**src/rtl/core_pkg.sv**
```systemverilog
// core_pkg: shared run-control types, select codes and instruction constants for the fetch front end
package core_pkg;
    localparam int DEF_PC_WIDTH = 7;
    localparam int DEF_INSTR_WIDTH = 32;
    localparam logic [31:0] CORE_NOP_WORD = 32'h0000_0000;
    localparam logic [31:0] CORE_HALT_WORD = 32'hFFFF_FFFF;
    typedef enum logic [1:0] {IDLE = 2'b00, RUN = 2'b01, HALTED = 2'b10} state_t;
    typedef enum logic [2:0] {SEL_SEQ, SEL_STALL, SEL_HALT, SEL_BRANCH, SEL_JUMP} pc_sel_t;
endpackage

```
**src/rtl/fetch_next_pc.sv**
```systemverilog
// fetch_next_pc: prioritised next-pc selection (branch > jump > stall > halt > pc+1)
module fetch_next_pc
    import core_pkg::*;
#(
    parameter int PC_WIDTH = DEF_PC_WIDTH
) (
    input  logic [PC_WIDTH-1:0] pc,
    input  logic                branch_taken,
    input  logic [PC_WIDTH-1:0] branch_target,
    input  logic                jump,
    input  logic [PC_WIDTH-1:0] jump_target,
    input  logic                stall,
    input  logic                halt_detect,
    output logic [PC_WIDTH-1:0] pc_inc,
    output logic [PC_WIDTH-1:0] next_pc,
    output pc_sel_t             sel
);
    always_comb begin
        pc_inc = pc + PC_WIDTH'(1);
        sel = branch_taken ? SEL_BRANCH : jump ? SEL_JUMP : stall ? SEL_STALL : halt_detect ? SEL_HALT : SEL_SEQ;
        next_pc = branch_taken ? branch_target : jump ? jump_target : (stall || halt_detect) ? pc : pc_inc;
    end
endmodule

```
**src/rtl/fetch_pc_unit.sv**
```systemverilog
// fetch_pc_unit: PC register, IF/ID capture and IDLE/RUN/HALTED run control
module fetch_pc_unit
    import core_pkg::*;
#(
    parameter int                     PC_WIDTH    = DEF_PC_WIDTH,
    parameter int                     INSTR_WIDTH = DEF_INSTR_WIDTH,
    parameter logic [PC_WIDTH-1:0]    RESET_PC    = '0,
    parameter logic [INSTR_WIDTH-1:0] HALT_WORD   = CORE_HALT_WORD,
    parameter logic [INSTR_WIDTH-1:0] NOP_WORD    = CORE_NOP_WORD
) (
    input  logic                   clk,
    input  logic                   reset,
    input  logic                   start,
    input  logic                   stall,
    input  logic                   branch_taken,
    input  logic [PC_WIDTH-1:0]    branch_target,
    input  logic                   jump,
    input  logic [PC_WIDTH-1:0]    jump_target,
    output logic [PC_WIDTH-1:0]    imem_addr,
    input  logic [INSTR_WIDTH-1:0] imem_data,
    output logic [PC_WIDTH-1:0]    pc,
    output logic [INSTR_WIDTH-1:0] if_id_instr,
    output logic [PC_WIDTH-1:0]    if_id_pc_next,
    output logic                   if_id_valid,
    output logic                   halted
);
    state_t state, state_nxt;
    pc_sel_t sel;
    logic [PC_WIDTH-1:0] pc_inc, next_pc, pc_d, pc_next_d;
    logic [INSTR_WIDTH-1:0] instr_d;
    logic active, redirect, capture, hold, valid_d;

    assign imem_addr = pc;
    assign halted = state == HALTED;
    assign active = state != IDLE;

    // redirects are masked in IDLE; in HALTED the pc is held as if a halt were seen
    fetch_next_pc #(.PC_WIDTH(PC_WIDTH)) u_next_pc (
        .pc           (pc),
        .branch_taken (branch_taken && active),
        .branch_target(branch_target),
        .jump         (jump && active),
        .jump_target  (jump_target),
        .stall        (stall),
        .halt_detect  (halted || imem_data == HALT_WORD),
        .pc_inc       (pc_inc),
        .next_pc      (next_pc),
        .sel          (sel)
    );

    always_comb begin
        redirect = sel == SEL_BRANCH || sel == SEL_JUMP;
        hold = active && sel == SEL_STALL;
        capture = state == RUN && (sel == SEL_SEQ || sel == SEL_HALT);
        pc_d = active ? next_pc : pc;
        state_nxt = state == IDLE ? (start ? RUN : IDLE) : redirect ? RUN : (state == RUN && sel == SEL_HALT) ? HALTED : state;
        instr_d = capture ? imem_data : hold ? if_id_instr : NOP_WORD;
        pc_next_d = capture ? pc_inc : hold ? if_id_pc_next : '0;
        valid_d = capture || (hold && if_id_valid);
    end

    always_ff @(posedge clk) begin
        if (reset) begin
            state <= IDLE;
            pc <= RESET_PC;
            if_id_instr <= NOP_WORD;
            if_id_pc_next <= '0;
            if_id_valid <= 1'b0;
        end else begin
            state <= state_nxt;
            pc <= pc_d;
            if_id_instr <= instr_d;
            if_id_pc_next <= pc_next_d;
            if_id_valid <= valid_d;
        end
    end
endmodule

```
**config.mk**
```make
export PLATFORM = sky130hd
export DESIGN_NAME = fetch_pc_unit
export DESIGN_NICKNAME = d
export VERILOG_FILES = /design/src/rtl/core_pkg.sv /design/src/rtl/fetch_next_pc.sv /design/src/rtl/fetch_pc_unit.sv
export SDC_FILE = /design/constraint.sdc
export NUM_CORES = 1
export LEC_CHECK = 0
export CAP_MARGIN = 20
export CORE_MARGIN = 2
export CORE_UTILIZATION = 30
export CTS_CLUSTER_DIAMETER = 100
export DETAILED_ROUTE_END_ITERATION = 10
export PLACE_DENSITY = 0.72
export SYNTH_ARGS = -nofsm -noshare
export SYNTH_HDL_FRONTEND = slang
export SYNTH_SLANG_ARGS = --single-unit
```
**constraint.sdc**
```tcl
create_clock -name clk -period 2 [get_ports clk]
set_clock_uncertainty 0.15 [all_clocks]
set_input_delay 0.4 -clock clk [delete_from_list [all_inputs] [get_ports clk]]
set_output_delay 0.4 -clock clk [all_outputs]
set_load 0.05 [all_outputs]
```
==> results of run 1 <==
==> logic make-up after synthesis <==
logic type,count (synthesis),synth area share [%]
buf+inv,38,8.912
simple gates,75,16.44
mux,3,1.389
xor+xnor,5,2.025
fa+ha+maj,1,0.5786
flops,49,45.37
compound gates,74,25.29
==> report_power, final <==
part	internal, µW	switching, µW	leakage [µW]
registers	997	21.4	0.000396
clock network	408	319	0.0000585
logic	224	284	0.00104
==> sequential cells by signal (all words and copies together) (netlist names) <==
name           count
if_id_instr       32
if_id_pc_next      7
state              2
if_id_valid        1
imem_addr          7
==> layout make-up <==
cell class                      count  share of cell area (%)
Clock buffer                        7                   2.464
Clock inverter                      1                  0.8571
Inverter                           12                   1.286
Multi-Input combinational cell    159                   29.75
Sequential cell                    49                   28.00
Tap cell                           96                   3.429
Timing Repair Buffer              135                   34.21
==> per-layer routing <==
layer	wire, µm	vias up
li1	-	1117
met1	2857	1062
met2	3174	81
met3	391	10
met4	82	0
met5	0	-
==> worst paths after layout <==
check                      from         endpoint
setup / recovery   imem_data[6]         state[0]
hold / removal    imem_data[11]  if_id_instr[11]
setup reg to reg       state[0]     imem_addr[3]
hold reg to reg     if_id_valid      if_id_valid
==> metrics by stage <==
step / setup TNS (ns) / utilization, % / total power [µW]
after floorplan: 0 / - / 1314
after global placement: -2.681 / 48.36 / 1535
after detailed placement: -3.410 / 48.36 / 1543
after CTS: 0 / 50.26 / 2279
after global routing: -0.01344 / 51.00 / 2358
final: 0 / 51.00 / 2254
==> synthesized netlist by cell type (3+ instances only) <==
cell | number | share of area, %
nor2_1 | 50 | 8.7
dfxtp_1 | 49 | 45
a22oi_1 | 39 | 14
inv_1 | 12 | 2.1
buf_2 | 10 | 2.3
o21ai_0 | 9 | 2.1
buf_4 | 8 | 2.8
nand4_1 | 8 | 2.3
clkbuf_1 | 7 | 1.2
nand2_1 | 6 | 1.0
o41ai_1 | 6 | 2.4
a21oi_1 | 5 | 1.2
o221ai_1 | 4 | 1.6
xnor2_1 | 4 | 1.6
a211oi_1 | 3 | 1.0
mux2i_1 | 3 | 1.4
nand3_1 | 3 | 0.69
==> worst max-delay path: cells and delay by family <==
| kind | cells | cell delay (ns) |
|---|---|---|
| AO/OA/AOI/OAI | 2 | 0.37 |
| buffers and inverters | 2 | 0.69 |
| AND/OR/NAND/NOR | 3 | 0.52 |
==> repair_timing <==
action / 4_1_cts / 5_1_grt
pin swaps: 1 / 7
cloned: 0 / 1
setup endpoints to repair: 2 / 7
buffers inserted: 0 / 1
gates resized for setup: 3 / 9
==> summary.md, run 1 <==
| Metric | Value |
|---|---|
| Max stage delay cell, worst path | `clkdlybuf4s50_1` |
| Total iterations of the first detailed-routing run | `5` |
| Clock Tree Buf Depth | `2` |
| Mapped Cells | `between 200 and 250` |
| Filler cells | `around 660` |
| Crit path kind | `in -> reg` |
| Dpl cells | `between 400 and 500` |
| Dpl hpwl | `between 4 and 5 mm` |
| Tcrit/Tclk final | `about 100%` |
| Final ANT Viol Nets | `0` |
| Hold Crit Class | `in -> reg` |
| Multi-input logic area | `1042 µm²` |
| DR WL/cell | `about 14 µm` |
| Core ar. | `~7000 µm²` |
| Max-slew headroom | `about two thirds` |
| Worst Hold Depth | `3` |
| Total GRT Usage | `between 10% and 20%` |
| Critical-path maximum fanout | `3` |
| Crit end category | `flip-flop` |
| Sequential Area | `roughly 980 µm²` |
| Crit path cell chain | `clkdlybuf4s50_1 -> nand4_1 -> nor4_2 -> buf_4 -> nand2_2 -> o311ai_2 -> a21oi_1` |
| Met2 Use GR | `approximately 27%` |
| Row cnt | `30` |
| DRT iter0 DRCs | `53` |
| Peak Freq | `between 0.5 and 0.6 GHz` |
| DIE AREA | `just under 8000 µm²` |
| Final Setup Violations | `0` |
| Final cell count without fillers | `459` |
| Mapped Nets | `around 300` |
| Outcome | `finished, final reports clean` |
| Via Count | `around 2.3k` |
| CTS Sinks | `slightly below 50` |
| Share of cells above drive strength 1 | `~29%` |
| Final slew viol count | `0` |
| Warning count from the yosys run | `0` |
| Ys flop type | `dfxtp_1` |
| Vias in the first global route | `approximately 2.1k` |
| Power per standard cell area | `around 640 nW/µm²` |
| Most common cell after layout, fill and taps aside | `buf_4` |
| Most frequent cells in the layout | `buf_4 (80), nor2_1 (50), dfxtp_1 (49), clkdlybuf4s50_1 (45), a22oi_1 (39)` |
| Max-cap violations | `0` |
| Post-Syn Area | `around 2200 µm²` |
| Worst slew pin tran | `0.5189 ns` |
| Residual DRC count | `0` |
| Starting density of the core | `approximately a third` |
| First-pass GRT wire length | `between 9 and 10 mm` |
| Post-placement cell area | `roughly 3300 µm²` |
| Min cycle time layout | `1.945 ns` |
| Critical path data arrival time | `roughly 2.0 ns` |
| Met3 usage | `under 10%` |
| Nets | `415` |
| Unique masters post-synth | `32` |
| Final worst hold slack | `~0.25 ns` |
| Post-synth EDFFs | `0` |
| CTS Buf Count | `5` |
| Final setup margin | `about 0.055 ns` |
| Largest net degree at the start of global routing | `24` |
| Avg Cell Area, Syn | `roughly 9 µm²` |
| Cts hold-fix bufs | `0` |
| I/O Pins | `roughly 110` |
| Clk_lat worst skew | `0.29 ns` |
| Post-synthesis register bit count | `just under 50` |
| Initial antenna violation count | `0` |
| Sequential element share of the synthesized area | `45.37%` |
| Final WL | `around 6.5 mm` |
| Routability Congestion | `approximately 0.83` |
| Vias/cell | `approximately 4.9` |
| # diodes | `0` |
| LEAKAGE | `0.001498 µW` |
| Area added between synthesis and finish | `62.04%` |
| Die Height | `88.90 µm` |
| Clock root cell | `clkbuf_8` |
| Final Hold Viols | `0` |
| Busiest grt layer | `met2` |
| Die Wd | `88.90 µm` |
| Port bufs | `around 110` |
| CTS tree | `built` |
| CP peak stage delay | `~0.48 ns` |
| Worst setup SP type | `input port` |
| R2r setup slk | `~0.27 ns` |
| GR Layer Usage met1 | `between 10% and 20%` |
| Fin area | `around 3500 µm²` |
| VDD IR max | `0.0003527 V` |
| Async SR Flop Fraction | `0%` |
| Reg2reg path depth | `5` |
| CP required | `a little over 2 ns` |
| Pre-CTS setup slack | `-0.3773 ns` |
| CTS HTree Levels | `2` |
| Worst-path clk slew | `around 0.090 ns` |
| Global route overflow | `0` |
Note: power is estimated with default switching activity, not from simulation.
==> run 2, diff against run 1 <==
==> constraint.sdc (replaced) <==
create_clock -name clk -period 2.2 [get_ports clk]
set_clock_uncertainty 0.15 [all_clocks]
set_input_delay 0.44 -clock clk [delete_from_list [all_inputs] [get_ports clk]]
set_output_delay 0.44 -clock clk [all_outputs]
set_load 0.05 [all_outputs]
==> run 2 against run 1 <==
Via count shrank 2.8%. Core utilization shrank 1.0 points. Critical path type is now reg -> out. Cell area shrank 2.0%. First-iteration DRC count grew 120%.
==> summary.md, run 2 (synthesized netlist as in run 1, its figures left out) <==
| Metric | Value |
|---|---|
| Setup TNS Final | `0 ns (unchanged)` |
| Area added between synthesis and finish | `58.80%` |
| Largest net degree at the start of global routing | `32 (+33%)` |
| Row cnt | `30 (unchanged)` |
| Final WL | `6.225 mm (-4.3%)` |
| # diodes | `0 (unchanged)` |
| Die Height | `88.90 µm (unchanged)` |
| Total GRT Usage | `15.46% (-0.17 points)` |
| VDD IR max | `0.0002618 V (-26%)` |
| Clock root cell | `clkbuf_8` |
| CTS HTree Levels | `2 (unchanged)` |
| Most frequent cells in the layout | `clkdlybuf4s50_1 (93), nor2_1 (50), dfxtp_1 (49), a22oi_1 (39), buf_4 (20)` |
| Nets | `401 (-3.4%)` |
| Final worst hold slack | `0.3547 ns (+0.09978 ns)` |
| Dpl cells | `437 (-2.7%)` |
| Outcome | `finished, final reports clean` |
| DIE AREA | `7902 µm² (unchanged)` |
| DR WL/cell | `13.99 µm (-1.3%)` |
| Critical path data arrival time | `1.54 ns (-0.43 ns)` |
| Die Wd | `88.90 µm (unchanged)` |
| Initial antenna violation count | `0 (unchanged)` |
| Port bufs | `106 (unchanged)` |
| Starting density of the core | `31.48% (unchanged)` |
| Max-cap violations | `0 (unchanged)` |
| Share of cells above drive strength 1 | `10.60% (-18 points)` |
| Hold Crit Class | `reg -> reg` |
| Fin util | `49.98% (-1.0 points)` |
| Total iterations of the first detailed-routing run | `4 (-1)` |
| Biggest register | `if_id_instr` |
| Max reg flops | `32 (unchanged)` |
| Routability Congestion | `0.8016 (-3.2%)` |
| Vias/cell | `4.960 (+0.28%)` |
| Clock Tree Buf Depth | `2 (unchanged)` |
| Power per standard cell area | `558.1 nW/µm² (-13%)` |
| CP peak stage delay | `0.83 ns (+0.35 ns)` |
| Max stage delay cell, worst path | `clkdlybuf4s50_1` |
| CP required | `1.61 ns (-0.41 ns)` |
| Crit path cell chain | `clkdlybuf4s50_1` |
| Top delay family on crit path | `buffers and inverters` |
| Dpl hpwl | `4.449 mm (-7.4%)` |
| DRT iter0 DRCs | `114 (+120%)` |
| Worst-path clk slew | `0.09 ns (about the same)` |
| Final slew viol count | `0 (unchanged)` |
| Crit end category | `output pin` |
| Tcrit/Tclk final | `96.77%` |
| Fin area | `3433 µm² (-2.0%)` |
| CTS Sinks | `49 (unchanged)` |
| Residual DRC count | `0 (unchanged)` |
| Min cycle time layout | `2.129 ns` |
| Crit path buffers/inverters | `1 (-1)` |
| Worst slew pin tran | `0.6024 ns (+0.08353 ns)` |
| CTS Buf Count | `5 (unchanged)` |
| Crit path kind | `reg -> out` |
| Max-slew headroom | `59.84% (-5.6 points)` |
| Peak Freq | `about 0.47 GHz` |
| Final cell count without fillers | `445 (-3.1%)` |
| Clk_lat worst skew | `0.29 ns (about the same)` |
| RSZ-0062 raised after global routing | `no` |
| Cts hold-fix bufs | `0 (unchanged)` |
| I/O Pins | `107 (unchanged)` |
| Core ar. | `6869 µm² (unchanged)` |
| Critical-path maximum fanout | `5 (+2)` |
| Global route overflow | `0 (unchanged)` |
| CTS tree | `built` |
| Vias in the first global route | `2038 (-4.6%)` |
| LEAKAGE | `0.001384 µW (-7.6%)` |
| Post-placement cell area | `3319 µm² (about the same)` |
| Most common cell after layout, fill and taps aside | `clkdlybuf4s50_1` |
| Worst setup SP type | `flip-flop` |
| Via Count | `2207 (-2.8%)` |
| Final Hold Viols | `0 (unchanged)` |
| Post-CTS setup buffers | `0 (unchanged)` |
| Final Setup Violations | `0 (unchanged)` |
| First-pass GRT wire length | `9.632 mm (-1.3%)` |
| Final ANT Viol Nets | `0 (unchanged)` |
[run 2: cell count changes in the layout (fill, tap and decap cells not counted), sizes merged]
cell,before,now
buf,85,22
clkdlybuf4s50,45,93
clkinv,0,2
dlymetal6s2s,5,7
a21oi,7,6
bufinv,1,0
clkbuf,7,6
[run 2: path summary, 6_finish.rpt]
check                                      from              end  depth (start not counted)  slack, ns
worst max-delay path               imem_addr[4]            pc[4]                          1       0.07
worst min-delay path            if_id_instr[10]  if_id_instr[10]                          2       0.35
worst max register to register         state[1]     imem_addr[4]                          5       0.34
worst min register to register  if_id_instr[10]  if_id_instr[10]                          2       0.35
[run 2: repair_timing]
item                                    4_1_cts  5_1_grt
gates resized for setup                       0        8
endpoints found under the setup margin        0        8
endpoints found under the hold margin         0        0
[run 2: area by class of cell]
type,instances,area [µm²]
Clock buffer,6,82.58
Sequential cell,49,980.9
Timing Repair Buffer,122,1194
Multi-Input combinational cell,158,997.2
Fill cell,663,3436
Tap cell,96,120.1
Inverter,12,45.04
Clock inverter,2,13.76
[run 2: power breakdown]
| part | switching, µW | internal [µW] |
|---|---|---|
| registers | 27.0 | 906 |
| clock network | 301 | 255 |
| logic | 239 | 187 |
[run 2: routing by layer]
metal  share of wire, %  wire length (µm)  global-route usage (%)
met5                  0                 0                       0
met4               0.67                42                   4.270
met3                8.3               515                   5.355
met2                 46              2894                   25.24
met1                 45              2772                   19.46
[run 2: stage by stage]
| stage | worst slack [ns] | total power (µW) |
|---|---|---|
| after floorplan | 0.2269 | 1195 |
| after global placement | -0.1774 | 1377 |
| after detailed placement | -0.1825 | 1381 |
| after CTS | 0.01386 | 1940 |
| after global routing | 0.01673 | 2005 |
| final | 0.07111 | 1916 |
